===== src/rtl/sync_fifo_param_if.sv =====
// Handshake and status bundle for sync_fifo_param.
// master: producer/consumer side; slave: the FIFO itself.
interface sync_fifo_param_if #(
    parameter int DATA_W = 8,
    parameter int DEPTH  = 16
);
    localparam int ADDR_W = $clog2(DEPTH);

    logic              wr_en;
    logic [DATA_W-1:0] din;
    logic              rd_en;
    logic [DATA_W-1:0] dout;
    logic              full;
    logic              empty;
    logic              almost_full;
    logic              almost_empty;
    logic [ADDR_W:0]   count;
    logic              flush;
    logic              clr_err;
    logic              overflow;
    logic              underflow;

    modport master (
        output wr_en, din, rd_en, flush, clr_err,
        input  dout, full, empty, almost_full, almost_empty, count,
               overflow, underflow
    );

    modport slave (
        input  wr_en, din, rd_en, flush, clr_err,
        output dout, full, empty, almost_full, almost_empty, count,
               overflow, underflow
    );
endinterface


===== src/rtl/sync_fifo_param.sv =====
// Parametrised single-clock FIFO with programmable almost thresholds,
// occupancy count, sticky overflow/underflow flags and synchronous flush.
// Define FIFO_FWFT_EN for first-word-fall-through reads; otherwise dout is
// a registered read that updates on each accepted read.
module sync_fifo_param #(
    parameter int DATA_W    = 8,
    parameter int DEPTH     = 16,
    parameter int AF_THRESH = DEPTH - 2,
    parameter int AE_THRESH = 2,
    localparam int ADDR_W   = $clog2(DEPTH)
) (
    input  logic               clk,
    input  logic               reset,
    sync_fifo_param_if.slave   bus
);
    localparam logic [ADDR_W:0]   CNT_ONE  = 1;
    localparam logic [ADDR_W:0]   CNT_FULL = DEPTH;
    localparam logic [ADDR_W:0]   CNT_AF   = AF_THRESH;
    localparam logic [ADDR_W:0]   CNT_AE   = AE_THRESH;
    localparam logic [ADDR_W-1:0] PTR_ONE  = 1;

    logic [DATA_W-1:0] mem [DEPTH];
    logic [ADDR_W-1:0] wr_ptr, rd_ptr;
    logic [ADDR_W:0]   count_q, count_nxt;
    logic              full_q, empty_q, af_q, ae_q;
    logic              ovf_q, udf_q;
    logic              wr_acc, rd_acc, ovf_set, udf_set;

    // Accept/reject decisions; flush swallows any request in its cycle.
    always_comb begin
        wr_acc  = bus.wr_en && (!full_q || bus.rd_en) && !bus.flush;
        rd_acc  = bus.rd_en && !empty_q && !bus.flush;
        ovf_set = bus.wr_en && full_q && !bus.rd_en && !bus.flush;
        udf_set = bus.rd_en && empty_q && !bus.flush;
        count_nxt = count_q;
        if (bus.flush)
            count_nxt = '0;
        else if (wr_acc && !rd_acc)
            count_nxt = count_q + CNT_ONE;
        else if (rd_acc && !wr_acc)
            count_nxt = count_q - CNT_ONE;
    end

    // Storage array; deliberately not reset.
    always_ff @(posedge clk) begin
        if (wr_acc)
            mem[wr_ptr] <= bus.din;
    end

    // Pointers, occupancy and status flags, all derived from next count.
    always_ff @(posedge clk or negedge reset) begin
        if (!reset) begin
            wr_ptr  <= '0;
            rd_ptr  <= '0;
            count_q <= '0;
            full_q  <= 1'b0;
            empty_q <= 1'b1;
            af_q    <= 1'b0;
            ae_q    <= 1'b1;
        end else begin
            if (bus.flush) begin
                wr_ptr <= '0;
                rd_ptr <= '0;
            end else begin
                if (wr_acc) wr_ptr <= wr_ptr + PTR_ONE;
                if (rd_acc) rd_ptr <= rd_ptr + PTR_ONE;
            end
            count_q <= count_nxt;
            full_q  <= (count_nxt == CNT_FULL);
            empty_q <= (count_nxt == '0);
            af_q    <= (count_nxt >= CNT_AF);
            ae_q    <= (count_nxt <= CNT_AE);
        end
    end

    // Sticky error flags; a new error beats a simultaneous clear.
    always_ff @(posedge clk or negedge reset) begin
        if (!reset) begin
            ovf_q <= 1'b0;
            udf_q <= 1'b0;
        end else begin
            if (ovf_set)          ovf_q <= 1'b1;
            else if (bus.clr_err) ovf_q <= 1'b0;
            if (udf_set)          udf_q <= 1'b1;
            else if (bus.clr_err) udf_q <= 1'b0;
        end
    end

`ifdef FIFO_FWFT_EN
    // Head of queue shown combinationally; zero while empty.
    assign bus.dout = empty_q ? '0 : mem[rd_ptr];
`else
    logic [DATA_W-1:0] dout_q;

    // Registered read: captures the head word on each accepted read.
    always_ff @(posedge clk or negedge reset) begin
        if (!reset)
            dout_q <= '0;
        else if (bus.flush)
            dout_q <= '0;
        else if (rd_acc)
            dout_q <= mem[rd_ptr];
    end

    assign bus.dout = dout_q;
`endif

    assign bus.count        = count_q;
    assign bus.full         = full_q;
    assign bus.empty        = empty_q;
    assign bus.almost_full  = af_q;
    assign bus.almost_empty = ae_q;
    assign bus.overflow     = ovf_q;
    assign bus.underflow    = udf_q;
endmodule


===== src/flat_wrapper.sv =====
// flat-port wrapper written by rule: the top's interface ports become plain ports
module sync_fifo_param_flat 
#(
    parameter int DATA_W    = 8,
    parameter int DEPTH     = 16,
    parameter int AF_THRESH = DEPTH - 2,
    parameter int AE_THRESH = 2,
    localparam int ADDR_W   = $clog2(DEPTH)
)
  (clk, reset, bus_wr_en, bus_din, bus_rd_en, bus_flush, bus_clr_err, bus_dout, bus_full, bus_empty, bus_almost_full, bus_almost_empty, bus_count, bus_overflow, bus_underflow);
  sync_fifo_param_if #(.DATA_W(DATA_W), .DEPTH(DEPTH)) bus_i ();
  input  logic clk;
  input  logic reset;
  input wire logic [$bits(bus_i.wr_en)-1:0] bus_wr_en;
  input wire logic [$bits(bus_i.din)-1:0] bus_din;
  input wire logic [$bits(bus_i.rd_en)-1:0] bus_rd_en;
  input wire logic [$bits(bus_i.flush)-1:0] bus_flush;
  input wire logic [$bits(bus_i.clr_err)-1:0] bus_clr_err;
  output wire logic [$bits(bus_i.dout)-1:0] bus_dout;
  output wire logic [$bits(bus_i.full)-1:0] bus_full;
  output wire logic [$bits(bus_i.empty)-1:0] bus_empty;
  output wire logic [$bits(bus_i.almost_full)-1:0] bus_almost_full;
  output wire logic [$bits(bus_i.almost_empty)-1:0] bus_almost_empty;
  output wire logic [$bits(bus_i.count)-1:0] bus_count;
  output wire logic [$bits(bus_i.overflow)-1:0] bus_overflow;
  output wire logic [$bits(bus_i.underflow)-1:0] bus_underflow;
  assign bus_i.wr_en = bus_wr_en;
  assign bus_i.din = bus_din;
  assign bus_i.rd_en = bus_rd_en;
  assign bus_i.flush = bus_flush;
  assign bus_i.clr_err = bus_clr_err;
  assign bus_dout = bus_i.dout;
  assign bus_full = bus_i.full;
  assign bus_empty = bus_i.empty;
  assign bus_almost_full = bus_i.almost_full;
  assign bus_almost_empty = bus_i.almost_empty;
  assign bus_count = bus_i.count;
  assign bus_overflow = bus_i.overflow;
  assign bus_underflow = bus_i.underflow;
  sync_fifo_param #(.DATA_W(DATA_W), .DEPTH(DEPTH), .AF_THRESH(AF_THRESH), .AE_THRESH(AE_THRESH)) u_core (.clk(clk), .reset(reset), .bus(bus_i));
endmodule

===== config.mk =====
export PLATFORM = sky130hd
export DESIGN_NAME = sync_fifo_param_flat
export DESIGN_NICKNAME = d
export VERILOG_FILES = /design/src/rtl/sync_fifo_param_if.sv /design/src/rtl/sync_fifo_param.sv /design/src/flat_wrapper.sv
export SDC_FILE = /design/constraint.sdc
export NUM_CORES = 1
export LEC_CHECK = 0
export CAP_MARGIN = 20
export CORE_UTILIZATION = 59
export DETAILED_ROUTE_END_ITERATION = 16
export GPL_ROUTABILITY_DRIVEN = 0
export PLACE_DENSITY_LB_ADDON = 0.1
export SLEW_MARGIN = 20
export SYNTH_ARGS = -nofsm -noshare
export SYNTH_HDL_FRONTEND = slang
export SYNTH_SLANG_ARGS = --single-unit

===== constraint.sdc =====
create_clock -name clk -period 2.7 [get_ports clk]
set_clock_uncertainty 0.1 [all_clocks]
set_input_delay 0.27 -clock clk [delete_from_list [all_inputs] [get_ports clk]]
set_output_delay 0.27 -clock clk [all_outputs]
set_load 0.005 [all_outputs]

Word-level counts from Yosys, hierarchy flattened
Memories as Yosys holds them, arrays and structs flattened.
Cells that the tools add are included.
{ "totals": {"rom_bits": 0, "ram_bits": 128, "memories": 1, "latch_bits": 0, "out_inout_bits": 19, "regBits": 27} }
{ "op_classes": {"multipliers": 0, "order_cmp": 2, "addsub": 4, "bitwise_logic": 0, "n_reduce_logical": 23, "eq_ne": 1, "div": 0, "n_mux": 14, "n_shift": 0} }
{ "memory_table": {"columns": ["name", "words", "word_bits", "rd", "rd_clocked_by_memory_dff", "write_ports", "line", "text"], "rows": [
  ["u_core.mem", 16, 8, 1, 0, 1, "sync_fifo_param.sv:22", "logic [DATA_W-1:0] mem [DEPTH];"]
]} }
{ "op_table": {"columns": ["cell", "count"], "rows": [
  ["4-bit 2-to-1 mux", 4],
  ["8-bit 2-to-1 mux", 2],
  ["5-bit 2-to-1 mux", 3],
  ["1-bit logical AND", 11],
  ["4-bit by 1-bit adder with 4-bit output, second input constant", 2],
  ["2-bit nonzero test", 4],
  ["1-bit logical NOT", 6],
  ["5-bit by 1-bit adder with 5-bit output, second input constant", 1],
  ["5-bit == test, second input constant", 1],
  ["5-bit by 4-bit greater-or-equal comparator with 1-bit output, second input constant", 1],
  ["5-bit by 2-bit <= comparator with 1-bit output, second input constant", 1],
  ["5-bit logical NOT", 1],
  ["1-bit 2-to-1 mux", 5],
  ["5-bit by 1-bit subtractor with 5-bit output, second input constant", 1],
  ["1-bit logical OR", 1]
]} }

Longest topological paths before layout
Gate-level depths: netlist of run 1.
{ "logic_depth": {"depth_word": 10, "mapped_depth": 7, "ltp_nobuf": 6} }

Worst setup path after synthesis of run 1
OpenSTA, ideal clock, no wires.
{ "synth_timing": {"path_type": "input -> register", "start": "input bus_flush", "end": "memory u_core.mem[0][0], enable pin", "n_path_buf": 1, "setup_slack_ps": 696, "t_required_ps": 2217, "arrival_ps": 1520, "path_stages": 5, "path_cell_list": "buf_6 > nand2b_1 > nor2b_1 > nand2_1 > nor3_1"} }
{ "synth_between": {"elab_chain_cells": 4} }
{ "synth_rtl": {"columns": ["element", "line", "text"], "rows": [
  ["start, declared", "flat_wrapper.sv:17", "input wire logic [$bits(bus_i.flush)-1:0] bus_flush;"],
  ["1-bit logical NOT", "sync_fifo_param.sv:31", "wr_acc = bus.wr_en && (!full_q || bus.rd_en) && !bus.flush;"],
  ["1-bit logical AND", "sync_fifo_param.sv:31", null],
  ["1-bit 2-to-1 mux", "sync_fifo_param.sv:46", "if (wr_acc)"],
  ["1-bit 2-to-1 mux (not written as such)", "sync_fifo_param.sv:47", "mem[wr_ptr] <= bus.din;"],
  ["end, declared", "sync_fifo_param.sv:22", null]
]} }
Every way passes these cells.

Worst setup path after layout of run 1
{ "layout_timing": {"start": "register u_core.rd_ptr[0]", "end": "register u_core.dout_q[4] (netlist: u_core.bus.dout[4])"} }
{ "layout_between": {"elab_chain_cells": 3} }
{ "layout_rtl": {"columns": ["element", "line", "text"], "rows": [
  ["start, declared", "sync_fifo_param.sv:23", "logic [ADDR_W-1:0] wr_ptr, rd_ptr;"],
  ["start signal, assigned", "sync_fifo_param.sv:66", "if (rd_acc) rd_ptr <= rd_ptr + PTR_ONE;"],
  ["memory read 16 x 8 bit", null, null],
  ["8-bit 2-to-1 mux", "sync_fifo_param.sv:101", "else if (rd_acc)"],
  ["8-bit 2-to-1 mux", "sync_fifo_param.sv:99", "else if (bus.flush)"],
  ["end signal, assigned", "sync_fifo_param.sv:102", "dout_q <= mem[rd_ptr];"],
  ["end, declared", "sync_fifo_param.sv:93", "logic [DATA_W-1:0] dout_q;"]
]} }
Every way passes these cells. The select of a mux whose other input is x is not followed.
A chain may end at the register's enable or synchronous reset.

==> results of run 1 <==
-- cell usage in the layout (no fill, tap or decap), types with 3 or more instances in the layout --
master	instances
nor2_1	33
nor2b_1	5
clkbuf_16	16
nand2b_1	4
edfxtp_1	128
nor3_1	4
inv_1	6
nand2_1	11
ha_1	7
a22oi_1	16
buf_4	24
dfrtp_1	24
bufinv_16	5
xor2_1	5
clkinv_2	3
a21oi_1	19
xnor2_1	3
clkdlybuf4s50_1	32
mux4_2	32
-- routing by layer --
layer	global-route usage, %	vias to the layer above	wire length, um
li1	-	1499	-
met1	34.7	1742	5220
met2	39.2	124	6270
met3	5.86	24	719
met4	11.3	0	306
met5	0	-	0
-- path summary, 6_finish.rpt --
check | startpoint | slack, ns | depth (start not counted) | endpoint
max in group asynchronous | reset | 1.71 | 2 | u_core.wr_ptr[0]$_DFFE_PN0P_
min | reset | 0.13 | 1 | u_core.bus.almost_full$_DFF_PN0_
min reg2reg | u_core.bus.overflow$_DFFE_PN0P_ | 0.40 | 1 | u_core.bus.overflow$_DFFE_PN0P_
max | u_core.rd_ptr[0]$_DFFE_PN0P_ | 0.51 | 6 | u_core.bus.dout[4]$_DFFE_PN0P_
max reg2reg | u_core.rd_ptr[0]$_DFFE_PN0P_ | 0.51 | 6 | u_core.bus.dout[4]$_DFFE_PN0P_
min in group clk | bus_clr_err | 0.27 | 3 | u_core.bus.overflow$_DFFE_PN0P_
-- where the power goes --
part,internal (mW),switching (mW)
Clock,1.59,0.901
Combinational,0.294,0.291
Sequential,2.66,0.0483
-- synthesized netlist by cell type, types with 2 or more instances --
cell type and n:
inv_1 6, edfxtp_1 128, dfstp_2 2, a21oi_1 19
ha_1 7, a22oi_1 16, mux4_2 32, dfrtp_1 25
xor2_1 5, nor3_1 4, buf_1 2, clkbuf_1 10
a221oi_1 2, nand4_1 2, nand2b_1 4, nor2b_1 5
buf_2 4, nand2_1 11, xnor2_1 3, mux2_2 2
nor2_1 33, and2_1 2
-- registers in the layout (all words and copies together) (netlist names), 4 cells and up --
name and cells:
u_core.bus.count 5, u_core.bus.dout 8, u_core.mem 128, u_core.rd_ptr 4, u_core.wr_ptr 4
-- cells by family (layout without fill, tap and decap cells) --
kind of cell             Yosys count  in the layout  synth area share, %
AO/OA/AOI/OAI                     48             48                 5.45
multiplexers                      36             36                 12.4
adder cells (fa/ha/maj)            7              7                 1.40
buffers and inverters             26             95                 1.84
XOR/XNOR                           8              8                 1.12
AND/OR/NAND/NOR                   69             69                 5.71
flip-flops                       155            155                 72.1
-- stage by stage --
step / utilization (%) / total power, mW / worst slack [ns] / hold slack, ns / std cells
after global placement: 66.6 / 3.32 / 0.248 / 0.389 / 523
after floorplan: - / 3.10 / 0.696 / -0.126 / 349
final: 72.6 / 5.78 / 0.510 / 0.134 / 554
after CTS: 72.6 / 5.82 / 0.536 / 0.144 / 554
after detailed placement: 66.6 / 3.34 / 0.215 / 0.391 / 523
after global routing: 72.6 / 5.95 / 0.362 / 0.215 / 554
-- area by class of cell --
type | count | area (sq um) | share of cell area, %
clock buffer | 19 | 422 | 5.63
clock inverter | 12 | 198 | 2.64
inverter | 7 | 26.3 | 0.351
multi-input combinational | 168 | 1630 | 21.8
sequential | 155 | 4520 | 60.4
tap | 136 | 170 | 2.27
timing repair buffer | 57 | 520 | 6.95
==> flow_summary.yaml, run 1 <==
grt:
  grt_max_degree: 36
  grt_overflow: 0
  grt_pass1_vias: 3492
  antenna_found_initial: 0
  grtUsageTotal_pct: 25.3
  grt_pass1_wl_um: 19500
die:
  start_util_pct: 60.7
  die_x_um: 105
  dieArea_sq_um: 11000
  rows: 37
  core-area_sq_um: 10300
  die_h_um: 105
  io_pins: 33
timing:
  grt_setup_unrepaired: "no"
  hold_violations: 0
  tightestPinTransition_ns: 0.864
  final-max-slew-violation-count: 0
  layout_min_cycle_time_ns: 2.19
  setup_viol: 0
  fin_setup_tns_ns: 0
  slew_headroom_pct: 42.2
  fin_crit_sh_pct: 81.1
  fmax_mhz: 457
placement:
  placed_cell_area_sq_um: 6870
  hpwl_um: 7880
  numPortBuffers: 32
critical_path:
  crit_path_end_kind: "flip-flop"
  slowest_delay_ns: 0.55
  setup.worst_path.start_class: "flip-flop"
  crit_chain: "buf_4 -> mux4_2 -> a22oi_1 -> a21oi_1 -> a21oi_1 -> nor2_1"
  crit_family: "compound AO/OA/AOI/OAI gates"
  worst_ep_required_time_ns: 3.01
  path_max_fanout: 20
  path_buf_inv: 1
  critPathMostFrequentCell: "a21oi_1"
  worstSetupPathType: "reg2reg"
  arrival_ns: 2.50
  slowest_stage: "mux4_2"
cts:
  cts.sinks: 155
  hold_buffers: 0
  cts_root_buf: "clkbuf_8"
  path_clk_slew_ns: 0.06
  cts_made_buffers: 17
  ctsResizeCount: 0
  worstSkewPairLatency_ns: 0.53
  post_cts_buffers: 0
  cts.path.max_buffers: 2
  htree_levels: 4
  cts_tree: "yes"
final_layout:
  drive_gt1_share_pct: 23.7
  layout.nets: 427
  nFillCells: 648
  syn_to_final_growth_pct: 19.5
  n_antenna_cell: 0
  fin_area_sq_um: 7490
logic_synthesis:
  synth_cell_types: 47
  postSynthCellCount: 349
  synthFlopType: "edfxtp_1"
  synth_area_leaders: "edfxtp_1, mux4_2, dfrtp_1"
  ys_ff_latch: 155
  postSynthNetCount: 370
  ys_seq_area_share_pct: 72.1
  yosysTopAreaCell: "edfxtp_1"
  yosys.area.top_type_share_pct: 61.3
  synth_edf_count: 128
  synth_area_sq_um: 6270
  synth-async-reset-ratio_pct: 17.4
  avgSynthCellArea_sq_um: 18.0
  yosys_warnings: 0
drt:
  drt_iter0_drc: 292
  wl_per_cell_um: 22.6
  wl_um: 12500
  via_per_inst: 6.12
  drc_errors: 0
  drtPass1Iterations: 5
  ant_nets: 0
  via_count: 3389
pwr:
  p_leak_nw: 2.55
  ir_worst_vdd_mv: 0.453
  p_per_area_nw_per_um2: 771
run_status:
  status: "complete, no violations"
run:
  maxCapViolations: 0
min_path:
  min_path_type: "in2async"
(Power assumes the default switching activity.)
==> run 2, diff against run 1 <==
Clock period 2.7 ns to 2.2 ns, I/O delays scaled along.
==> run 2 against run 1 <==
  * Final cell count grew 3.1%
  * Critical path type unchanged
  * Setup slack worse by 0.42 ns
  * Combinational power up 31%
  * Design area grew 1.6%
  * Register-to-register slack got worse by 0.42 ns
  * Flip-flop and latch count unchanged
  * Via count unchanged
  * Sequential power up 23%
  * Largest power group unchanged
  * First-iteration DRC count is 19% higher
  * Die area did not move
  * Maximum frequency is 3.7% higher
==> flow_summary.yaml, run 2 (same netlist as run 1, synthesis figures left out) <==
drt:
  wl_um: 12200
  drt_iter0_drc: 347
  via_per_inst: 5.94
  wl_per_cell_um: 21.4
  ant_nets: 0
  via_count: 3389
  drtPass1Iterations: 5
  drc_errors: 0
run_status:
  status: "complete, no violations"
final_layout:
  final_cell_mix: "edfxtp_1, buf_4, nor2_1, mux4_2, clkdlybuf4s50_1"
  largest_reg_flops: 128
  drive_gt1_share_pct: 26.2
  n_antenna_cell: 0
  syn_to_final_growth_pct: 21.4
  nFillCells: 606
  fin_area_sq_um: 7610
  post-route-util_pct: 73.7
  layout.nets: 443
  layout_commonest_cell: "edfxtp_1"
  regMostFlops: "u_core.mem"
  final_cells: 571
timing:
  setup_ws_ns: 0.0883
  setup_viol: 0
  layout_min_cycle_time_ns: 2.11
  tightestPinTransition_ns: 0.688
  slew_headroom_pct: 54.0
  final-max-slew-violation-count: 0
  hold_violations: 0
  fmax_mhz: 474
  fin_crit_sh_pct: 96.0
  grt_setup_unrepaired: "no"
cts:
  ctsResizeCount: 0
  hold_buffers: 1
  path_clk_slew_ns: 0.06
  cts_made_buffers: 17
  worstSkewPairLatency_ns: 0.52
  cts.path.max_buffers: 2
  cts_root_buf: "clkbuf_8"
  cts_tree: "yes"
  htree_levels: 4
  post_cts_buffers: 0
  cts.sinks: 155
grt:
  grt_overflow: 0
  antenna_found_initial: 0
  grt_pass1_wl_um: 19200
  grtUsageTotal_pct: 24.8
  met3_usage_pct: 5.30
  gr-usage-met1_pct: 33.5
  busiest_layer: "met2"
  grt_pass1_vias: 3455
  gr-usage-met2_pct: 39.1
  grt_max_degree: 36
die:
  die_h_um: 105
  core-area_sq_um: 10300
  die_x_um: 105
  start_util_pct: 60.7
  io_pins: 33
  rows: 37
  dieArea_sq_um: 11000
placement:
  placed_cell_area_sq_um: 7010
  hpwl_um: 7890
  preCtsSetupSlack_ns: -0.173
  numPortBuffers: 32
  placedCellCount: 538
critical_path:
  setup.worst_path.start_class: "flip-flop"
  path_buf_inv: 1
  crit_path_end_kind: "flip-flop"
  worst_ep_required_time_ns: 2.51
  path_max_fanout: 16
  critPathMostFrequentCell: "a21oi_1"
  r2r_slack_ns: 0.09
  crit_chain: "buf_12 -> mux4_2 -> a22oi_1 -> a21oi_1 -> a21oi_1 -> nor2_1"
  slowest_delay_ns: 0.52
  worstSetupPathType: "reg2reg"
  crit_family: "compound AO/OA/AOI/OAI gates"
  arrival_ns: 2.43
  slowest_stage: "mux4_2"
min_path:
  min_path_type: "in2reg"
pwr:
  p_per_area_nw_per_um2: 912
  ir_worst_vdd_mv: 0.579
  p_leak_nw: 2.63
run:
  maxCapViolations: 0
## run 2: changes by cell type in the layout (fill, tap and decap cells not counted), sizes merged
cell	previous run	this run
clkinvlp	2	1
buf	25	40
dlygate4sd3	0	1
clkinv	5	8
clkbuf	19	18
inv	7	9
bufinv	5	3
## run 2: final cells by class
cell class	count	area (sq um)	area share (%)
repair buffers	73	668	8.78
multi-input cells	168	1630	21.5
clock inverters	14	171	2.25
well taps	136	170	2.24
flip-flops and latches	155	4520	59.4
clock buffers	18	418	5.49
inverters	7	26.3	0.345
## run 2: routing by layer
layer  vias to the layer above  part of all wire, %
met3                        22                  5.7
met2                       120                   50
met1                      1714                   42
li1                       1533                    -
met4                         0                  2.5
met5                         -                    0
## run 2: final timing paths
path                                            startpoint                          endpoint  cells past startpoint
setup / recovery              u_core.rd_ptr[0]$_DFFE_PN0P_    u_core.bus.dout[3]$_DFFE_PN0P_                      6
hold reg to reg            u_core.bus.overflow$_DFFE_PN0P_   u_core.bus.overflow$_DFFE_PN0P_                      1
min in group asynchronous                            reset  u_core.bus.almost_full$_DFF_PN0_                      3
setup reg to reg              u_core.rd_ptr[0]$_DFFE_PN0P_    u_core.bus.dout[3]$_DFFE_PN0P_                      6
max in group asynchronous                            reset        u_core.bus.empty$_DFF_PN1_                      3
hold / removal                                 bus_clr_err   u_core.bus.overflow$_DFFE_PN0P_                      3
## run 2: tightest hold or removal path: stages
cell and delay, ns:
clkdlybuf4s50_1 0.41, inv_1 0.08, o2bb2ai_1 0.11
## run 2: through the flow
step           setup TNS (ns)  total power, mW  hold WS (ns)
4_1_cts                     0             6.99         0.220
3_3_place_gp           -0.563             4.12         0.385
2_1_floorplan               0             3.80        -0.176
3_5_place_dp           -0.628             4.14         0.389
5_1_grt                     0             7.18         0.240
6_report                    0             6.94         0.241
## run 2: power by group
group,internal [mW],switching (mW)
sequential,3.26,0.0548
clock,1.73,1.13
combinational,0.404,0.361
total,5.40,1.54
==> variant (settings of run 2) <==
The option `FIFO_FWFT_EN` is turned on by a define.
--- a/src/rtl/sync_fifo_param.sv
+++ b/src/rtl/sync_fifo_param.sv
@@ -4,2 +4,4 @@
 // a registered read that updates on each accepted read.
+`define FIFO_FWFT_EN
+
 module sync_fifo_param #(
Formal check against the unedited RTL: not equivalent (a bounded check fails within 4 cycles, from zero or initial values and one cycle with reset low).
==> variant against run 2 <==
The flow now finishes with violations (setup timing); global-route usage increased by 2.8 points; synthesized area decreased by 4.5%; register-to-register slack worse by 60 ps; sequential cell count decreased by 8; via count fell by 0.77%; setup slack worse by 870 ps; hold slack worse by 36 ps; non-clock buffer count up 27; routed wire length is 8.1% higher; cell area up 1.5%; highest routed layer unchanged.
Power is not compared: it rests on default switching activity, and its combinational part moved more than twofold at a synthesized area within 25%.
==> variant: results (changes against run 2) <==
\begin{tabular}{lr}
\hline
Metric & Value \\
\hline
\multicolumn{2}{l}{\textbf{Status}} \\
Status & finished with violations \\
Violated checks & setup timing \\
\multicolumn{2}{l}{\textbf{Logic synthesis}} \\
Mean area per synthesized cell & 19.1 um2 (+6.2\%) \\
Number of distinct library cells after synthesis & 38 (-19\%) \\
Multiplexer share of the synthesized area & 0.156 (+0.0323) \\
Compound-gate portion of the synthesized area & 0.0263 (-0.0282) \\
Number of nets in the synthesized netlist & 335 (-9.5\%) \\
Synth cell count leaders & sky130\_fd\_sc\_hd\_\_edfxtp\_1 (128), sky130\_fd\_sc\_hd\_\_mux4\_2 (40), sky130\_fd\_sc\_hd\_\_nor2\_1 (19) \\
XOR/XNOR share of the synthesized area & 0.00731 (-0.00386) \\
Post-synthesis share of cell area spent on full adders, half adders and majority gates & 0.0146 (+0.000654) \\
Cells taking the most area after synthesis & sky130\_fd\_sc\_hd\_\_edfxtp\_1 (64\%), sky130\_fd\_sc\_hd\_\_mux4\_2 (15\%), sky130\_fd\_sc\_hd\_\_dfrtp\_1 (7.1\%), sky130\_fd\_sc\_hd\_\_ha\_1 (1.5\%), sky130\_fd\_sc\_hd\_\_nor2\_1 (1.2\%) \\
Sequential area share after synthesis & 0.722 (about the same) \\
\multicolumn{2}{l}{\textbf{Placed design}} \\
Half-perimeter wire length of the detailed placement result & 7830 um (-0.87\%) \\
Pre-CTS setup slack & -392 ps (-219 ps) \\
Number of placed instances, taps included & 510 (-5.2\%) \\
\multicolumn{2}{l}{\textbf{Critical path}} \\
Highest net fanout along the worst path & 4 (-12) \\
Setup CP Type & flop to output pin \\
Path depth of the worst reg2reg path & 5 (-1) \\
Worst path arrival time & 2660 ps (+230 ps) \\
\multicolumn{2}{l}{\textbf{Global routing}} \\
Largest net degree at the start of global routing & 20 (-44\%) \\
Via count of the first global-routing pass & 3419 (-1.0\%) \\
Met2 track demand over resource & 0.434 (+0.0426) \\
Overall track demand over capacity in global routing & 0.275 (+0.0277) \\
Global routing usage on met1 & 0.358 (+0.0231) \\
Global-route track usage on met3 & 0.0664 (+0.0134) \\
First-pass GRT wire length & 19500 um (+1.8\%) \\
\multicolumn{2}{l}{\textbf{Routing}} \\
Initial DRC Count & 257 (-26\%) \\
Vias & 3363 (-0.77\%) \\
Detail Route met3 WL & 802 um (+15\%) \\
Routed metal-1 wire length & 5280 um (+3.5\%) \\
Via count normalized by instance count & 5.97 (+0.64\%) \\
Routed wire length & 13200 um (+8.1\%) \\
\multicolumn{2}{l}{\textbf{STA}} \\
Actual transition at the worst max-transition pin & 601 ps (-86.7 ps) \\
Setup ws final & -779 ps (-867 ps) \\
Final setup violation count & 8 (+8) \\
\multicolumn{2}{l}{\textbf{Worst hold path}} \\
Instance count along the most critical hold path & 2 (-1) \\
\multicolumn{2}{l}{\textbf{Cells and area}} \\
Proportion of layout cells with a drive suffix above 1 & 0.379 (+0.117) \\
\hline
\end{tabular}
[variant: cell count changes after synthesis, sizes merged, moves of 3 or more]
cell / change
a211oi: +3
a22oi: -15
nand3: +3
o21ai: +4
a21oi: -13
nor2: -14
nor3: +4
mux4: +8
nor2b: +5
dfrtp: -8
[variant: power groups by stage]
| stage | combinational [mW] | sequential, mW | clock, mW |
|---|---|---|---|
| 5_1_grt | 1.69 | 3.21 | 2.95 |
| 4_1_cts | 1.53 | 3.20 | 2.83 |
| 6_report | 1.59 | 3.20 | 2.81 |
| 2_1_floorplan | 0.685 | 3.24 | 0 |
| 3_5_place_dp | 1.21 | 3.24 | 0 |
| 3_3_place_gp | 1.19 | 3.23 | 0 |
[variant: cell type report]
type / count / area [um2]
clock buffers: 18 / 418
repair buffers: 100 / 977
fillers: 559 / 2090
flip-flops and latches: 147 / 4320
clock inverters: 14 / 160
inverters: 7 / 26.3
multi-input cells: 144 / 1660
well taps: 133 / 166
[variant: final timing paths]
kind | end | from | slack (ps)
setup / recovery | bus_dout[5] | u_core.rd_ptr[0]$_DFFE_PN0P_ | -780
hold / removal | u_core.bus.underflow$_DFFE_PN0P_ | bus_clr_err | 200
setup reg to reg | u_core.bus.full$_DFF_PN0_ | u_core.bus.empty$_DFF_PN1_ | 30
hold reg to reg | u_core.bus.underflow$_DFFE_PN0P_ | u_core.bus.underflow$_DFFE_PN0P_ | 430
max in group asynchronous | u_core.bus.almost_empty$_DFF_PN1_ | reset | 1200
min in group asynchronous | u_core.rd_ptr[3]$_DFFE_PN0P_ | reset | 530
[variant: cell families (layout without fill, tap and decap cells)]
logic type      after synthesis  count (layout)
simple gates                 68              68
xor+xnor                      5               5
flops                       147             147
compound gates               21              21
fa+ha+maj                     7               7
buf+inv                      23             139
mux                          43              43
[variant: timing repair]
| item | in CTS | in global routing |
|---|---|---|
| setup buffers | 19 | 0 |
| hold buffers | 1 | 0 |
| cloned | 1 | 0 |
| pin swaps | 3 | 1 |
| endpoints found under the hold margin | 17 | 0 |
| gates resized for setup | 54 | 7 |
| endpoints found under the setup margin | 11 | 11 |
[variant: metrics by stage]
stage	cell area, um2	util	hold slack, ps	total power [mW]	TNS, ps
after floorplan	6000	-	-176	3.92	-126
after global placement	6820	0.695	419	4.42	-18370
after detailed placement	6820	0.695	426	4.45	-22450
after CTS	7690	0.783	187	7.56	-5570
after global routing	7730	0.787	208	7.85	-6200
final	7730	0.787	205	7.60	-5650
[variant: worst max-delay path, stage by stage (launching register included)]
cell and delay, ps:
sky130_fd_sc_hd__dfrtp_2 510, sky130_fd_sc_hd__buf_12 170, sky130_fd_sc_hd__buf_8 100, sky130_fd_sc_hd__mux4_2 570, sky130_fd_sc_hd__mux4_2 520, sky130_fd_sc_hd__nor2b_4 150
sky130_fd_sc_hd__buf_6 110
